`config.mk`:
```
export PLATFORM = sky130hd
export DESIGN_NAME = instr_decode_stage
export DESIGN_NICKNAME = d
export VERILOG_FILES = /design/src/rtl/instr_decode_stage.sv
export SDC_FILE = /design/constraint.sdc
export NUM_CORES = 1
export LEC_CHECK = 0
export CORE_UTILIZATION = 42
export DETAILED_ROUTE_END_ITERATION = 10
export MAX_ROUTING_LAYER = met4
export PLACE_DENSITY = 0.82
export SYNTH_ARGS = -nofsm -noshare
export SYNTH_HDL_FRONTEND = slang
export SYNTH_SLANG_ARGS = --single-unit
```
`constraint.sdc`:
```
create_clock -name clk -period 2.01 [get_ports clk]
set_input_delay 0.201 -clock clk [delete_from_list [all_inputs] [get_ports clk]]
set_output_delay 0.201 -clock clk [all_outputs]
set_load 0.02 [all_outputs]
```
`src/rtl/instr_decode_stage.sv`:
```
// RV32I ALU-instruction decode stage: decodes OP/OP-IMM, strobes the register file,
// waits one cycle in S1 for read data, then presents a held operation to the ALU.
module instr_decode_stage #(
  parameter int DATA_WIDTH     = 32,
  parameter int REG_ADDR_WIDTH = 5
) (
  input  logic                      clk,
  input  logic                      arst_ni,
  input  logic                      flush_i,
  input  logic [31:0]               instr_i,
  input  logic                      instr_valid_i,
  output logic                      instr_ready_o,
  output logic [REG_ADDR_WIDTH-1:0] rf_rs1_addr_o,
  output logic [REG_ADDR_WIDTH-1:0] rf_rs2_addr_o,
  output logic                      rf_rd_en_o,
  input  logic [DATA_WIDTH-1:0]     rf_rs1_data_i,
  input  logic [DATA_WIDTH-1:0]     rf_rs2_data_i,
  output logic                      ex_valid_o,
  input  logic                      ex_ready_i,
  output logic [3:0]                op_o,
  output logic                      use_imm_o,
  output logic [DATA_WIDTH-1:0]     rs1_data_o,
  output logic [DATA_WIDTH-1:0]     rs2_data_o,
  output logic [REG_ADDR_WIDTH-1:0] rd_addr_o,
  output logic                      illegal_o
);

  localparam logic [6:0] OPC_OP     = 7'b0110011;
  localparam logic [6:0] OPC_OP_IMM = 7'b0010011;
  localparam logic [6:0] F7_ZERO    = 7'b0000000;
  localparam logic [6:0] F7_ALT     = 7'b0100000;

  logic [6:0] opcode;
  logic [6:0] funct7;
  logic [2:0] funct3;

  assign opcode = instr_i[6:0];
  assign funct3 = instr_i[14:12];
  assign funct7 = instr_i[31:25];

  logic                      dec_illegal;
  logic [3:0]                dec_op;
  logic                      dec_use_imm;
  logic [DATA_WIDTH-1:0]     dec_imm;
  logic [REG_ADDR_WIDTH-1:0] dec_rd;

  // Illegal encodings leave every decoded field at zero so they flow through harmlessly.
  always_comb begin
    // NOTE: every output of this block gets a default first, so no path can infer a latch.
    dec_illegal = 1'b1;
    dec_op      = 4'b0000;
    dec_use_imm = 1'b0;
    dec_imm     = '0;
    dec_rd      = '0;
    case (opcode)
      OPC_OP: begin
        if (funct7 == F7_ZERO ||
            (funct7 == F7_ALT && (funct3 == 3'b000 || funct3 == 3'b101))) begin
          dec_illegal = 1'b0;
          dec_op      = {funct7[5], funct3};
        end
      end
      OPC_OP_IMM: begin
        case (funct3)
          3'b001: begin
            if (funct7 == F7_ZERO) begin
              dec_illegal = 1'b0;
              dec_op      = {1'b0, funct3};
              dec_use_imm = 1'b1;
              dec_imm     = {{(DATA_WIDTH-5){1'b0}}, instr_i[24:20]};
            end
          end
          3'b101: begin
            if (funct7 == F7_ZERO || funct7 == F7_ALT) begin
              dec_illegal = 1'b0;
              dec_op      = {instr_i[30], funct3};
              dec_use_imm = 1'b1;
              dec_imm     = {{(DATA_WIDTH-5){1'b0}}, instr_i[24:20]};
            end
          end
          default: begin
            dec_illegal = 1'b0;
            dec_op      = {1'b0, funct3};
            dec_use_imm = 1'b1;
            dec_imm     = {{(DATA_WIDTH-12){instr_i[31]}}, instr_i[31:20]};
          end
        endcase
      end
      default: ;
    endcase
    if (!dec_illegal) begin
      dec_rd = REG_ADDR_WIDTH'(instr_i[11:7]);
    end
  end

  logic                      s1_valid;
  logic                      s1_illegal;
  logic [3:0]                s1_op;
  logic                      s1_use_imm;
  logic [DATA_WIDTH-1:0]     s1_imm;
  logic [REG_ADDR_WIDTH-1:0] s1_rd;
  logic                      accept;

  // S1 always drains into OUT on the next edge, so accepting only when OUT is free or leaving is enough.
  assign instr_ready_o = arst_ni && !flush_i && !s1_valid && (!ex_valid_o || ex_ready_i);
  assign accept        = instr_valid_i && instr_ready_o;
  assign rf_rd_en_o    = accept;
  assign rf_rs1_addr_o = REG_ADDR_WIDTH'(instr_i[19:15]);
  assign rf_rs2_addr_o = REG_ADDR_WIDTH'(instr_i[24:20]);

  always_ff @(posedge clk or negedge arst_ni) begin
    // NOTE: state registers use non-blocking assignments so every flop samples pre-edge values.
    if (!arst_ni) begin
      s1_valid   <= 1'b0;
      s1_illegal <= 1'b0;
      s1_op      <= 4'b0000;
      s1_use_imm <= 1'b0;
      s1_imm     <= '0;
      s1_rd      <= '0;
    end else if (flush_i) begin
      s1_valid <= 1'b0;
    end else begin
      s1_valid <= accept;
      if (accept) begin
        s1_illegal <= dec_illegal;
        s1_op      <= dec_op;
        s1_use_imm <= dec_use_imm;
        s1_imm     <= dec_imm;
        s1_rd      <= dec_rd;
      end
    end
  end

  always_ff @(posedge clk or negedge arst_ni) begin
    if (!arst_ni) begin
      ex_valid_o <= 1'b0;
      op_o       <= 4'b0000;
      use_imm_o  <= 1'b0;
      rs1_data_o <= '0;
      rs2_data_o <= '0;
      rd_addr_o  <= '0;
      illegal_o  <= 1'b0;
    end else if (flush_i) begin
      ex_valid_o <= 1'b0;
    end else if (s1_valid) begin
      ex_valid_o <= 1'b1;
      op_o       <= s1_op;
      use_imm_o  <= s1_use_imm;
      rd_addr_o  <= s1_rd;
      illegal_o  <= s1_illegal;
      rs1_data_o <= s1_illegal ? '0 : rf_rs1_data_i;
      rs2_data_o <= s1_illegal ? '0 : (s1_use_imm ? s1_imm : rf_rs2_data_i);
    end else if (ex_ready_i) begin
      ex_valid_o <= 1'b0;
    end
  end

endmodule

```
=== Word level (Yosys, flattened, before mapping) ===
Cells that the tools add are included.

* Register bits after elaboration: 120
* Input port bits: 101
* Output and inout bits: 88
* Word-level logic and storage cells: 62

* Equal/unequal tests: 5
* Multiplexer cells: 26
* Bitwise gates (word level): 1
* Reduce and logical (&&, ||, !) cells: 17

{| class="wikitable"
|+ Operators by type and width
! kind !! number
|-
| $mux W32 || 4
|-
| $pmux W32 S2 || 1
|-
| $pmux W4 S2 || 2
|-
| $mux W5 || 3
|-
| $eq A7 B6 Y1 const B || 2
|-
| $mux W1 || 10
|-
| $mux W4 || 2
|-
| $eq A7 B5 Y1 const B || 1
|-
| $logic_not A7 Y1 || 1
|-
| $pmux W1 S2 || 3
|-
| $logic_and A1 B1 Y1 || 5
|-
| $logic_or A1 B1 Y1 || 4
|-
| $reduce_and A2 Y1 || 2
|-
| $eq A3 B1 Y1 const B || 1
|-
| $eq A3 B3 Y1 const B || 1
|-
| $logic_not A1 Y1 || 3
|-
| $logic_not A3 Y1 || 1
|-
| $mux W3 || 1
|-
| $reduce_bool A3 Y1 || 1
|-
| $not A1 Y1 || 1
|}

=== Logic depth before layout (Yosys ltp) ===
Gate-level depths: netlist of run 1.

* Depth in word-level cells: 7
* Depth in mapped cells: 6
* Mapped depth without buffers: 4

=== Least setup slack after synthesis of run 1 ===
No wires, ideal clock.

* Path type: flip-flop to flip-flop
* From: register ex_valid_o
* To: register s1_op[0]
* Library setup time: 0.076 ns
* Arrival time: 1.470 ns
* Data required time: 1.934 ns
* Setup slack: 0.464 ns
* Cell stages (with the launch flop): 5
* Buffers on the path: 0
* Period minus slack after synthesis: 1.546 ns
* Path through: dfrtp_1 nand2b_1 nand4_2 or4b_1 o21ai_1

* Longest elaborated chain between the ends: 5

{| class="wikitable"
|+ Ends and longest elaborated chain
! what !! RTL line !! RTL
|-
| from (decl) || 18 || <nowiki>output logic ex_valid_o,</nowiki>
|-
| from (signal assigned) || 136 || <nowiki>ex_valid_o <= 1'b0;</nowiki>
|-
| from (signal assigned) || 144 || <nowiki>ex_valid_o <= 1'b0;</nowiki>
|-
| from (signal assigned) || 146 || <nowiki>ex_valid_o <= 1'b1;</nowiki>
|-
| $logic_not A1 Y1 || 105 || <nowiki>assign instr_ready_o = arst_ni && !flush_i && !s1_valid && (!ex_valid_o || ex_ready_i);</nowiki>
|-
| $logic_or A1 B1 Y1 || 105 ||
|-
| $logic_and A1 B1 Y1 || 105 ||
|-
| $logic_and A1 B1 Y1 || 106 || <nowiki>assign accept = instr_valid_i && instr_ready_o;</nowiki>
|-
| $reduce_and A2 Y1 (no source line) || -- ||
|-
| to (signal assigned) || 126 || <nowiki>s1_op <= dec_op;</nowiki>
|-
| to (decl) || 98 || <nowiki>logic [3:0] s1_op;</nowiki>
|}

No other way between the ends.
A chain may end at the register's enable or synchronous reset.

=== Worst setup path after layout of run 1 ===
* From: input port flush_i
* To: output port instr_ready_o

* Longest elaborated chain between the ends: 4

{| class="wikitable"
|+ Ends and longest elaborated chain
! what !! RTL line !! RTL
|-
| from (decl) || 9 || <nowiki>input logic flush_i,</nowiki>
|-
| $logic_not A1 Y1 || 105 ||
|-
| $logic_and A1 B1 Y1 (3 in a row) || 105 ||
|-
| to (decl) || 12 || <nowiki>output logic instr_ready_o,</nowiki>
|}

No other way between the ends.

==> results.json, run 1 <==
{
  "h-tree-depth": 3,
  "fillCellCount": 795,
  "pre_cts_ws_ns": 0.0605,
  "globalRouteTotalUtil_pct": 21.5,
  "root_buffer": "clkbuf_8",
  "ir_drop_mv": 0.308,
  "grt_pass1_vias": 3589,
  "drv_slew": 0,
  "grt_pass1_wl_mm": 18.0,
  "drt_iter0_drc": 191,
  "p_leak_nw": 2.72,
  "antenna_found_initial": 0,
  "cp-end-kind": "output pin",
  "finClkSkew_ns": 0.00666,
  "hold_viol": 0,
  "crit_required_ns": 1.81,
  "synth_nets": 518,
  "total_power_mw": 4.44,
  "cap_violations": 0,
  "cp_num_buf_inv": 2,
  "slowest_stage": "clkdlybuf4s50_1",
  "worstPathCellList": "clkdlybuf4s50_1 > nor2b_1 > and3_1 > clkdlybuf4s50_1",
  "pin_count": 189,
  "netlist_area_um2": 4350,
  "drive_gt1_share_pct": 7.69,
  "reg2regPathDepth": 5,
  "post-route-util_pct": 64.8,
  "cp_common_cell": "clkdlybuf4s50_1",
  "min_period_ns": 1.85,
  "die-height_um": 104,
  "seq_power_share_pct": 50.5,
  "post-place-cells": 701,
  "worstPathArrival_ns": 1.65,
  "port-buffer-count": 178,
  "worstSetupPathType": "in -> out",
  "post_drt_wl_per_cell_um": 15.4,
  "hp-start": "rf_rs1_data_i[18]",
  "hp-class": "in -> reg",
  "rsz0062_at_grt": "false",
  "antenna_cells": 0,
  "finalCritPeriodShare_pct": 91.9,
  "ys.flop_type": "dfrtp_1",
  "p_switching_mw": 1.21,
  "whs_path_depth": 3,
  "vias_per_cell": 5.09,
  "numCtsBuffers": 9,
  "powerDensity_nw_per_um2": 692,
  "syn_inst": 417,
  "clock_power_share_pct": 26.9,
  "hpwl_mm": 8.02,
  "max_clock_freq_mhz": 542,
  "synth_edf_count": 0,
  "clock-sinks": 100,
  "nets": 681,
  "overflow": 0,
  "start_kind": "input pin",
  "die_width_um": 104,
  "route.detailed.drc": 0,
  "clk_path_buf_depth": 2,
  "status": "finished, final reports clean",
  "ys_ff_latch": 100,
  "timing.rr.start": "ex_valid_o$_DFFE_PN0P_",
  "reg2reg_to": "s1_op[0]$_DFFE_PN0P_",
  "p_comb_share_pct": 22.6,
  "setup_slack_ns": 0.164,
  "internal_power_mw": 3.24,
  "routabilityCongestion": 0.918,
  "cp_max_fo": 3,
  "vias": 3653,
  "tightest_slew_ns": 0.754,
  "antenna_left": 0,
  "syn_area_per_cell_um2": 10.4,
  "whs_endpoint": "rs1_data_o[18]$_DFFE_PN0P_",
  "tns_ns": 0,
  "slew_headroom_pct": 49.7,
  "setup-violations-final": 0,
  "design.core.area_um2": 9910,
  "crit_family": "buffers and inverters",
  "cts_tree": "done",
  "ff2ff_setup_slack_ns": 0.44,
  "ys_seq_area_share_pct": 57.5,
  "yosys_warnings": 0,
  "drt_wl_total_mm": 11.0,
  "initial_utilization_pct": 43.9,
  "detailedRoute.firstPassIterationCount": 4,
  "syn2layout_area_growth_pct": 47.5,
  "stdcell_count": 718,
  "yosysUniqueCellTypes": 37,
  "dieArea_um2": 10800,
  "grt_max_degree": 101,
  "cpPeakStageDelay_ns": 0.60,
  "switching_share_pct": 27.1,
  "clk_pin_slew_ns": 0.08,
  "synthArstFlopShare_pct": 100,
  "clk_latency_ns": 0.36,
  "postCtsSetupBuffers": 0,
  "rows": 36
}
## power groups by stage
stage	Sequential, mW	Clock (mW)	Combinational, mW
2_1_floorplan	2.47	0	0.202
3_3_place_gp	2.28	0	0.990
3_5_place_dp	2.29	0	1.01
4_1_cts	2.25	1.23	1.01
5_1_grt	2.27	1.31	1.07
6_report	2.24	1.19	1.00
## metrics by stage
step | cell area [µm²] | hold WS [ns]
6_report | 6420 | 0.402
3_3_place_gp | 6220 | 0.342
2_1_floorplan | 4350 | -0.0946
5_1_grt | 6420 | 0.401
3_5_place_dp | 6220 | 0.358
4_1_cts | 6410 | 0.385
## how the worst max path moves through the flow
stage,depth (start not counted),to,from,slack (ns)
floorplan,4,s1_op[0]$_DFFE_PN0P_,ex_valid_o$_DFFE_PN0P_,0.46
detailed placement,6,s1_op[0]$_DFFE_PN0P_,flush_i,0.06
global route,3,instr_ready_o,s1_valid$_DFF_PN0_,0.10
CTS,4,rf_rd_en_o,ex_valid_o$_DFFE_PN0P_,0.05
finish,4,instr_ready_o,flush_i,0.16
global placement,6,s1_op[0]$_DFFE_PN0P_,flush_i,0.11
## worst register-to-register path, cell delays in order, from the launching register on
cell and delay, ns:
dfrtp_1 0.39, nand2b_1 0.13, nand4_2 0.13, buf_4 0.21, or4b_1 0.53, o21ai_1 0.12
## cells by family after synthesis
| kind of cell | count (synthesis) | synth area share [%] |
|---|---|---|
| buffers and inverters | 46 | 4.92 |
| AND/OR/NAND/NOR | 130 | 16.4 |
| AO/OA/AOI/OAI | 118 | 15.6 |
| XOR/XNOR | 1 | 0.201 |
| multiplexers | 22 | 5.38 |
| flip-flops | 100 | 57.5 |
## cell usage in the layout, fill, tap and decap left out, types with 2 or more instances in the layout
cell type and instances:
a21oi_1 23, a22o_1 12, and2_1 2, buf_12 2, buf_4 9, clkbuf_1 3, clkbuf_8 12, clkdlybuf4s50_1 176
dfrtp_1 100, inv_1 9, mux2_2 11, mux2i_1 11, nand2_1 74, nand2b_1 36, nor2_1 3, nor4_4 3
o211ai_1 2, o21ai_0 65, o21ai_1 3, o31ai_1 6
## synth_stat cells (2+ instances only)
master | number | share of area, %
nand2b_1 | 37 | 5.3
a22o_1 | 12 | 2.4
clkbuf_1 | 24 | 2.1
dfrtp_1 | 100 | 58
a21oi_1 | 23 | 2.6
o211ai_1 | 2 | 0.35
nor2_1 | 3 | 0.26
inv_1 | 9 | 0.78
buf_4 | 10 | 1.7
o21ai_0 | 65 | 7.5
and2_1 | 2 | 0.29
nor4_4 | 3 | 1.5
o21ai_1 | 3 | 0.35
mux2_2 | 11 | 2.8
mux2i_1 | 11 | 2.5
buf_2 | 3 | 0.35
o31ai_1 | 6 | 1.0
nand2_1 | 74 | 6.4
## state kept, by name (all words and copies together) (netlist names)
register	flops
rs1_data_o	32
rs2_data_o	32
s1_imm	12
rd_addr_o	5
s1_rd	5
op_o	4
s1_op	4
ex_valid_o	1
illegal_o	1
s1_illegal	1
s1_use_imm	1
s1_valid	1
use_imm_o	1
## timing repair
action / in CTS / in global routing
hold endpoints to repair: 100 / 0
resized for setup: 0 / 1
hold buffers: 1 / 0
endpoints found under the setup margin: 0 / 1
## routing by layer
metal  vias to the layer above  share of wire, %  track usage (%)
li1                       1739                 -                -
met1                      1753                45             27.1
met2                       147                49             35.8
met3                        14               5.1             3.34
met4                         0               1.2             6.73
met5                         -                 0                -
## final cells by class
| cell class | count | area, µm² | share of cell area (%) |
|---|---|---|---|
| clock buffers | 15 | 176 | 2.75 |
| inverters | 9 | 33.8 | 0.526 |
| well taps | 133 | 166 | 2.59 |
| clock inverters | 1 | 5.00 | 0.0780 |
| flip-flops and latches | 100 | 2500 | 39.0 |
| multi-input cells | 271 | 1640 | 25.6 |
| repair buffers | 189 | 1890 | 29.5 |
Power figures use the tool's default switching activity.
==> run 2, diff against run 1 <==
--- a/config.mk
+++ b/config.mk
@@ -5,10 +5,10 @@
 export SDC_FILE = /design/constraint.sdc
 export NUM_CORES = 1
 export LEC_CHECK = 0
-export CORE_UTILIZATION = 42
+export CORE_UTILIZATION = 46
 export DETAILED_ROUTE_END_ITERATION = 10
 export MAX_ROUTING_LAYER = met4
-export PLACE_DENSITY = 0.82
+export PLACE_DENSITY = 0.88
 export SYNTH_ARGS = -nofsm -noshare
 export SYNTH_HDL_FRONTEND = slang
 export SYNTH_SLANG_ARGS = --single-unit
==> constraint.sdc (replaced) <==
create_clock -name clk -period 2.2 [get_ports clk]
set_input_delay 0.22 -clock clk [delete_from_list [all_inputs] [get_ports clk]]
set_output_delay 0.22 -clock clk [all_outputs]
set_load 0.02 [all_outputs]
==> results.json, run 2 (synthesis results as in run 1) <==
{
  "internal_power_mw": 3.23,
  "status": "finished, final reports clean",
  "finalCritPeriodShare_pct": 90.1,
  "seq_power_share_pct": 47.3,
  "cts.repair.resized": 0,
  "worstPathArrival_ns": 1.76,
  "hold_viol": 0,
  "numCtsBuffers": 9,
  "route.detailed.drc": 0,
  "routabilityCongestion": 0.891,
  "clk_latency_ns": 0.34,
  "root_buffer": "clkbuf_8",
  "cp_common_cell": "clkdlybuf4s50_1",
  "postLayoutCellArea_um2": 6410,
  "drt_iter0_drc": 137,
  "nets": 679,
  "post-place-cells": 678,
  "worstPathCellList": "clkdlybuf4s50_1 > nor2b_1 > nand4_2 > inv_1 > clkdlybuf4s50_1",
  "cap_violations": 0,
  "pin_count": 189,
  "clk_path_buf_depth": 2,
  "postCtsHoldBufs": 0,
  "syn2layout_area_growth_pct": 47.5,
  "tns_ns": 0,
  "design.core.area_um2": 9200,
  "hp-class": "in -> async",
  "final_cell_mix": "clkdlybuf4s50_1, dfrtp_1, nand2_1, o21ai_0, nand2b_1",
  "vias": 3634,
  "antenna_found_initial": 0,
  "p_leak_nw": 2.71,
  "postCtsSetupBuffers": 0,
  "worstSetupPathType": "in -> out",
  "rsz0062_at_grt": "false",
  "clock_power_share_pct": 31.6,
  "antenna_cells": 0,
  "dieArea_um2": 9850,
  "grt_pass1_wl_mm": 18.0,
  "grt_pass1_vias": 3618,
  "holdWs_ns": 0.0888,
  "slew_headroom_pct": 39.9,
  "setup-violations-final": 0,
  "vias_per_cell": 5.24,
  "die-height_um": 99.3,
  "switching_share_pct": 25.6,
  "drt_wl_total_mm": 11.2,
  "cp-end-kind": "output pin",
  "rows": 35,
  "use_met3_pct": 3.72,
  "p_comb_share_pct": 21.1,
  "antenna_left": 0,
  "cp_max_fo": 3,
  "final_common_cell": "clkdlybuf4s50_1",
  "drv_slew": 0,
  "stdcell_count": 693,
  "use_met2_pct": 40.0,
  "clk_pin_slew_ns": 0.09,
  "post_drt_wl_per_cell_um": 16.1,
  "reg_top3": "rs1_data_o x32, rs2_data_o x32, s1_imm x12",
  "cpPeakStageDelay_ns": 0.61,
  "globalRouteTotalUtil_pct": 24.1,
  "drive_gt1_share_pct": 7.73,
  "cts_tree": "done",
  "grt_max_degree": 109,
  "finClkSkew_ns": 0.00982,
  "tightest_slew_ns": 0.901,
  "ir_drop_mv": 0.401,
  "initial_utilization_pct": 47.3,
  "busiest_layer": "met2",
  "total_power_mw": 4.34,
  "port-buffer-count": 178,
  "grt_use_met1_pct": 29.6,
  "hpwl_mm": 8.28,
  "clock-sinks": 100,
  "crit_required_ns": 1.98,
  "start_kind": "input pin",
  "h-tree-depth": 3,
  "detailedRoute.firstPassIterationCount": 4,
  "p_switching_mw": 1.11,
  "max_clock_freq_mhz": 504,
  "placed_cell_area_um2": 6180,
  "min_period_ns": 1.98,
  "slowest_stage": "clkdlybuf4s50_1",
  "die_width_um": 99.3,
  "powerDensity_nw_per_um2": 677,
  "overflow": 0
}
==> run 2: stage by stage <==
step           utilization, %  setup slack, ns
6_report                 69.8            0.217
4_1_cts                  69.8            0.206
2_1_floorplan               -            0.654
3_5_place_dp             67.2            0.111
3_3_place_gp             67.2            0.216
5_1_grt                  69.8            0.110
==> run 2: routing by layer <==
metal | vias to the layer above | part of all wire [%]
met3 | 18 | 5.5
met2 | 147 | 51
met1 | 1738 | 41
met4 | 0 | 2.4
li1 | 1731 | -
met5 | - | 0
==> run 2: final cells by class <==
type	count	area, µm²
Tap cell	111	139
Sequential cell	100	2500
Clock buffer	11	141
Timing Repair Buffer	187	1860
Inverter	9	33.8
Fill cell	689	2780
Clock inverter	4	97.6
Multi-Input combinational cell	271	1640
==> run 2: worst paths after layout <==
kind	from	endpoint	slack [ns]	cells past startpoint
max	flush_i	rf_rd_en_o	0.22	5
min	arst_ni	rs2_data_o[18]$_DFFE_PN0P_	0.09	2
max reg2reg	s1_valid$_DFF_PN0_	rs2_data_o[4]$_DFFE_PN0P_	0.53	3
min reg2reg	rs2_data_o[30]$_DFFE_PN0P_	rs2_data_o[30]$_DFFE_PN0P_	0.48	2
max in group asynchronous	arst_ni	rs1_data_o[0]$_DFFE_PN0P_	1.11	3
min in group clk	rf_rs1_data_i[8]	rs1_data_o[8]$_DFFE_PN0P_	0.43	3
==> run 2: power groups by stage <==
stage                     clock, mW  sequential, mW  combinational [mW]
final                          1.37            2.06               0.915
after floorplan                   0            2.26               0.184
after CTS                      1.41            2.06               0.924
after global routing           1.47            2.07               0.980
after detailed placement          0            2.09               0.920
after global placement            0            2.08               0.897
==> run 2: critical path: cells and delay by family <==
family	cells	cell delay, ns
and+or+nand+nor	2	0.38
buffers and inverters	3	1.16
==> variant 1, RTL diff (settings of run 1) <==
`REG_ADDR_WIDTH`: 5 -> 6.
--- a/src/rtl/instr_decode_stage.sv
+++ b/src/rtl/instr_decode_stage.sv
@@ -4,3 +4,3 @@
   parameter int DATA_WIDTH     = 32,
-  parameter int REG_ADDR_WIDTH = 5
+  parameter int REG_ADDR_WIDTH = 6
 ) (
Ports: changed (resized rd_addr_o, rf_rs1_addr_o and rf_rs2_addr_o); port bits go from 189 to 192. No check against the original RTL was run, so the function may have changed too.
==> variant 1 against run 1 <==
Worst setup slack got worse by 0.048 ns. Synthesized cell count decreased by 0.72%. Worst hold slack hardly changed. Area after synthesis down 0.86%. Sequential cell count is the same. Global-route usage fell by 0.39 points. Routed wire length rose by 0.70%. Register-to-register slack got worse by 0.05 ns. Total power grew 1.8%. Die area down 0.85%. Design area grew 0.29%. Largest cell class unchanged. Largest power group unchanged.
==> variant 1: results (changes against run 1) <==
| Metric | Value |
|---|---|
| Status | finished, final reports clean (unchanged) |
| Antenna cells | 0 (unchanged) |
| Post-synthesis sequential area ratio | 58.0% (was 57.5%) |
| Vias in the first global route | 3,495 (was 3,589) |
| Kind of cell adding the most delay to the critical path | buffers and inverters (unchanged) |
| Proportion of layout cells with a drive suffix above 1 | 8.86% (was 7.69%) |
| Synth cell types | 40 (was 37) |
| H-tree levels | 3 (unchanged) |
| Tot GR Track Use | 21.1% (was 21.5%) |
| M1 wire length | 4.84 mm (was 4.91 mm) |
| Combinational Power | 0.995 mW |
| Wire length of the first global-routing pass | 16.8 mm (was 18.0 mm) |
| Clock Pin Slew Worst Setup and Hold Paths | 0.09 ns |
| Routed vias/inst | 5.03 (was 5.09) |
| Metal3 WL | 694 um (was 565 um) |
| Clk buf depth | 2 (unchanged) |
| DRT Pass-1 Iters | 4 (unchanged) |
| Clock Tree Root | clkbuf_8 (unchanged) |
| Number of CTS-inserted buffers | 9 (unchanged) |
| Port Buffers | 178 (unchanged) |
| CP arrival | 1.69 ns (was 1.65 ns) |
| Metal2 WL | 5.42 mm (was 5.41 mm) |
| Met2 track demand over resource | 35.1% (was 35.8%) |
| Ranking of synthesized cells by area | dfrtp_1 (58%), o21ai_0 (7.7%), nand2_1 (5.9%), nand2b_1 (5.2%), a21oi_1 (2.8%) (was dfrtp_1 (58%), o21ai_0 (7.5%), nand2_1 (6.4%), nand2b_1 (5.3%), mux2_2 (2.8%)) |
| Yosys warning count | 0 (unchanged) |
| Layout Nets | 684 (was 681) |
| Worst VDD drop | 0.429 mV (was 0.308 mV) |
| Grt met1 use | 26.8% (was 27.1%) |
| Detailed placement HPWL | 8.02 mm (about the same) |
| Placer congestion estimate | 0.911 (was 0.918) |
| Hold WC Path Type | in2out (was in2reg) |
| CTS resizes | 0 (unchanged) |
| FILL cells | 778 (was 795) |
| Largest regs | rs1_data_o x32, rs2_data_o x32, s1_imm x12 (unchanged) |
| Top Layer Used | met4 (unchanged) |
| Initial antenna violation count | 0 (unchanged) |
| Master of the slowest instance on the critical path | clkdlybuf4s50_1 (unchanged) |
| Asr flop ratio synth | 100% (unchanged) |
| Postcts setup bufs | 0 (unchanged) |
| Crit-path max cell delay | 0.60 ns (about the same) |
| Detailed Route Iter0 Violations | 86 (was 191) |
| Largest net degree at the start of global routing | 76 (was 101) |
| Routing usage on met3 | 3.49% (was 3.34%) |
| WL/cell | 15.4 um (about the same) |
| Post-Route Skew | 0.00793 ns (was 0.00666 ns) |
| Synth top cells by count | dfrtp_1 (100), nand2_1 (68), o21ai_0 (66), nand2b_1 (36), clkbuf_1 (25) (was dfrtp_1 (100), nand2_1 (74), o21ai_0 (65), nand2b_1 (37), clkbuf_1 (24)) |
| Clock-net power | 1.28 mW (was 1.19 mW) |
| Net Switching | 1.23 mW (was 1.21 mW) |
| Slew HR | 49.1% (was 49.7%) |
| Lkg Pwr | 2.73 nW (was 2.72 nW) |
| Switching share of power | 27.2% (was 27.1%) |
variant 1: worst register-to-register path: stages, from the launching register on:
cell and delay (ns):
dfrtp_1 0.56, and2_1 0.67, a21oi_1 0.07, o21ai_0 0.22
variant 1: area by class of cell:
| type | count | area share [%] |
|---|---|---|
| clock buffer | 10 | 2.14 |
| clock inverter | 5 | 0.972 |
| inverter | 5 | 0.292 |
| multi-input combinational | 271 | 25.0 |
| sequential | 100 | 38.9 |
| tap | 133 | 2.59 |
| timing repair buffer | 196 | 30.2 |
variant 1: final timing paths:
kind / from / to / slack [ns] / depth (start not counted)
setup / recovery: ex_valid_o$_DFFE_PN0P_ / rf_rd_en_o / 0.12 / 4
max in group asynchronous: arst_ni / rs2_data_o[12]$_DFFE_PN0P_ / 0.37 / 4
min in group asynchronous: arst_ni / rs2_data_o[29]$_DFFE_PN0P_ / 0.50 / 3
setup reg to reg: s1_use_imm$_DFFE_PN0P_ / rs2_data_o[12]$_DFFE_PN0P_ / 0.39 / 3
hold / removal: instr_i[15] / rf_rs1_addr_o[0] / 0.40 / 0
hold reg to reg: rs2_data_o[1]$_DFFE_PN0P_ / rs2_data_o[1]$_DFFE_PN0P_ / 0.48 / 2
variant 1: metrics by stage:
stage,instances,worst slack (ns),setup TNS [ns],area (um2)
2_1_floorplan,416,0.297,0,4320
4_1_cts,720,0.0977,0,6440
6_report,720,0.115,0,6440
3_5_place_dp,704,-0.0813,-0.564,6230
5_1_grt,720,0.0204,0,6440
3_3_place_gp,704,-0.0478,-0.340,6230
variant 1: kinds of logic (layout without fill, tap and decap cells):
family,count (synthesis),count (layout),share of synthesized area [%]
compound gates,117,117,16.2
other cells,1,3,0.0869
buf+inv,45,216,5.08
simple gates,130,130,15.5
flops,100,100,58.0
mux,21,21,5.16
==> variant 2, RTL diff (flow settings as in run 1) <==
Made on the original files. Reset style: synchronous (`arst_ni`), changed in 2 clocked blocks.
--- a/src/rtl/instr_decode_stage.sv
+++ b/src/rtl/instr_decode_stage.sv
@@ -110,3 +110,3 @@
 
-  always_ff @(posedge clk or negedge arst_ni) begin
+  always_ff @(posedge clk) begin
     // NOTE: state registers use non-blocking assignments so every flop samples pre-edge values.
@@ -133,3 +133,3 @@
 
-  always_ff @(posedge clk or negedge arst_ni) begin
+  always_ff @(posedge clk) begin
     if (!arst_ni) begin
Formal check against the unedited RTL: differs if arst_ni is asserted again (counterexample within 4 cycles, from zero or initial values and one cycle with arst_ni low); with arst_ni held inactive, the same outputs for 4 cycles.
==> variant 2 against run 1 <==
Area after synthesis fell by 2.3%. Design area is 1.8% lower. Register-to-register slack worse by 0.19 ns. Sequential cell count unchanged. Total power is 16% lower. Worst setup slack worse by 0.088 ns. Count of clock-buffer cells in the layout shrank 3. Routed wire length is 7.0% higher. Largest cell class unchanged.
==> variant 2: results (changes against run 1) <==
| Metric | Value |
|---|---|
| Status | finished, final reports clean (unchanged) |
| Critical path fanouts, max | 2 (was 3) |
| Synth top cells by count | dfxtp_1 (100), nand2_1 (57), a21boi_0 (44), nor2b_1 (35), clkbuf_1 (34) (was dfrtp_1 (100), nand2_1 (74), o21ai_0 (65), nand2b_1 (37), clkbuf_1 (24)) |
| Max-cap violation count | 0 (unchanged) |
| Yosys warning count | 0 (unchanged) |
| Ranking of synthesized cells by area | dfxtp_1 (47%), a21boi_0 (7.8%), a22oi_1 (5.7%), nand3b_1 (5.7%), nor2b_1 (5.2%) (was dfrtp_1 (58%), o21ai_0 (7.5%), nand2_1 (6.4%), nand2b_1 (5.3%), mux2_2 (2.8%)) |
| Antenna cells | 0 (unchanged) |
| Layout Nets | 722 (was 681) |
| Master of the slowest instance on the critical path | or4b_4 (was clkdlybuf4s50_1) |
| Post-Route Skew | 0.0112 ns (was 0.00666 ns) |
| Proportion of layout cells with a drive suffix above 1 | 8.31% (was 7.69%) |
| Vias in the first global route | 3,820 (was 3,589) |
| Detailed Route Iter0 Violations | 157 (was 191) |
| Clock Tree Root | clkbuf_8 (unchanged) |
| Worst VDD drop | 0.279 mV (was 0.308 mV) |
| Crit-path max cell delay | 0.55 ns (was 0.60 ns) |
| Placer congestion estimate | 0.809 (was 0.918) |
| DRT Pass-1 Iters | 5 (was 4) |
| Post-synthesis sequential area ratio | 47.1% (was 57.5%) |
| Net Switching | 0.896 mW (was 1.21 mW) |
| Routed vias/inst | 5.18 (was 5.09) |
| Detailed placement HPWL | 8.39 mm (was 8.02 mm) |
| Lkg Pwr | 2.26 nW (was 2.72 nW) |
| Antenna violation net count after detailed routing | 0 (unchanged) |
| Clock Pin Slew Worst Setup and Hold Paths | 0.10 ns (was 0.08 ns) |
| Top_reg_cell synth | dfxtp_1 (was dfrtp_1) |
| Port Buffers | 178 (unchanged) |
| Synth cell types | 38 (was 37) |
| Worst skew pair latency | 0.35 ns |
| Clk buf depth | 2 (unchanged) |
| Kind of cell adding the most delay to the critical path | simple AND/OR/NAND/NOR gates (was buffers and inverters) |
| FILL cells | 842 (was 795) |
| Routed wire length | 11.8 mm (was 11.0 mm) |
| Hold WC Path Type | in2reg (unchanged) |
| CP arrival | 1.73 ns (was 1.65 ns) |
| Number of CTS-inserted buffers | 9 (unchanged) |
| H-tree levels | 3 (unchanged) |
| Initial antenna violation count | 0 (unchanged) |
| Slew @ Worst Pin | 0.670 ns (was 0.754 ns) |
| Largest net degree at the start of global routing | 83 (was 101) |
| Area of placed instances | 6110 um2 (was 6220 um2) |
| Syn_nets | 564 (was 518) |
| Largest regs | rs1_data_o x32, rs2_data_o x32, s1_imm x12 (unchanged) |
| Wire length of the first global-routing pass | 18.0 mm (about the same) |
| Asr flop ratio synth | 0% (was 100%) |
| Tot GR Track Use | 22.5% (was 21.5%) |
[variant 2: layer usage]
| layer | global-route usage [%] | vias to the layer above | wire length (um) |
|---|---|---|---|
| met5 | - | - | 0 |
| met4 | 8.90 | 0 | 191 |
| met3 | 2.78 | 16 | 493 |
| met2 | 39.5 | 118 | 6090 |
| met1 | 25.9 | 1894 | 5020 |
| li1 | - | 1903 | - |
[variant 2: path summary, 6_finish.rpt]
path,cells after the start,slack [ns],from,endpoint
min,4,0.22,arst_ni,ex_valid_o$_SDFFE_PP0P_
min reg2reg,2,0.47,rs1_data_o[31]$_SDFFE_PN0P_,rs1_data_o[31]$_SDFFE_PN0P_
max,4,0.08,ex_valid_o$_SDFFE_PP0P_,rf_rd_en_o
max reg2reg,5,0.25,ex_valid_o$_SDFFE_PP0P_,s1_imm[8]$_SDFFE_PN0P_
[variant 2: cells by family (layout without fill, tap and decap cells)]
logic type / count (synthesis) / count (layout) / synth area share (%)
AOI/OAI and AO/OA: 128 / 128 / 21.8
muxes: 11 / 11 / 2.92
and+or+nand+nor: 151 / 151 / 20.2
buffers and inverters: 73 / 236 / 7.92
DFF: 100 / 100 / 47.1
[variant 2: tightest hold or removal path: cells and delay by family]
| kind | cells | cell delay, ns |
|---|---|---|
| AND/OR/NAND/NOR | 2 | 0.10 |
| buffers and inverters | 2 | 0.23 |
[variant 2: layout make-up]
cell class	instances	area, um2	area share, %
clock buffer	12	155	2.46
inverter	24	90.1	1.43
tap	133	166	2.64
timing repair buffer	196	1940	30.8
clock inverter	4	31.3	0.497
multi-input combinational	290	1920	30.4
sequential	100	2000	31.8
[variant 2: power groups by stage]
stage	Combinational (mW)	Sequential, mW	Clock, mW
2_1_floorplan	0.194	2.10	0
3_3_place_gp	0.499	2.07	0
3_5_place_dp	0.510	2.07	0
4_1_cts	0.512	2.03	1.23
5_1_grt	0.546	2.03	1.32
6_report	0.510	2.02	1.20
[variant 2: through the flow]
stage / util [%] / cells / worst slack, ns / power, mW / hold WS [ns]
finish: 64.5 / 759 / 0.0756 / 3.74 / 0.217
detailed placement: 62.5 / 743 / -0.184 / 2.58 / 0.402
CTS: 64.4 / 759 / 0.0340 / 3.76 / 0.200
floorplan: - / 463 / 0.143 / 2.29 / 0.326
global route: 64.5 / 759 / 0.0142 / 3.89 / 0.217
global placement: 62.5 / 743 / -0.188 / 2.57 / 0.402
[variant 2: timing repair]
| action | CTS | global route |
|---|---|---|
| endpoints found under the setup margin | 1 | 2 |
| gates resized for setup | 1 | 2 |
| pin swaps | 0 | 0 |
| setup buffers | 0 | 0 |
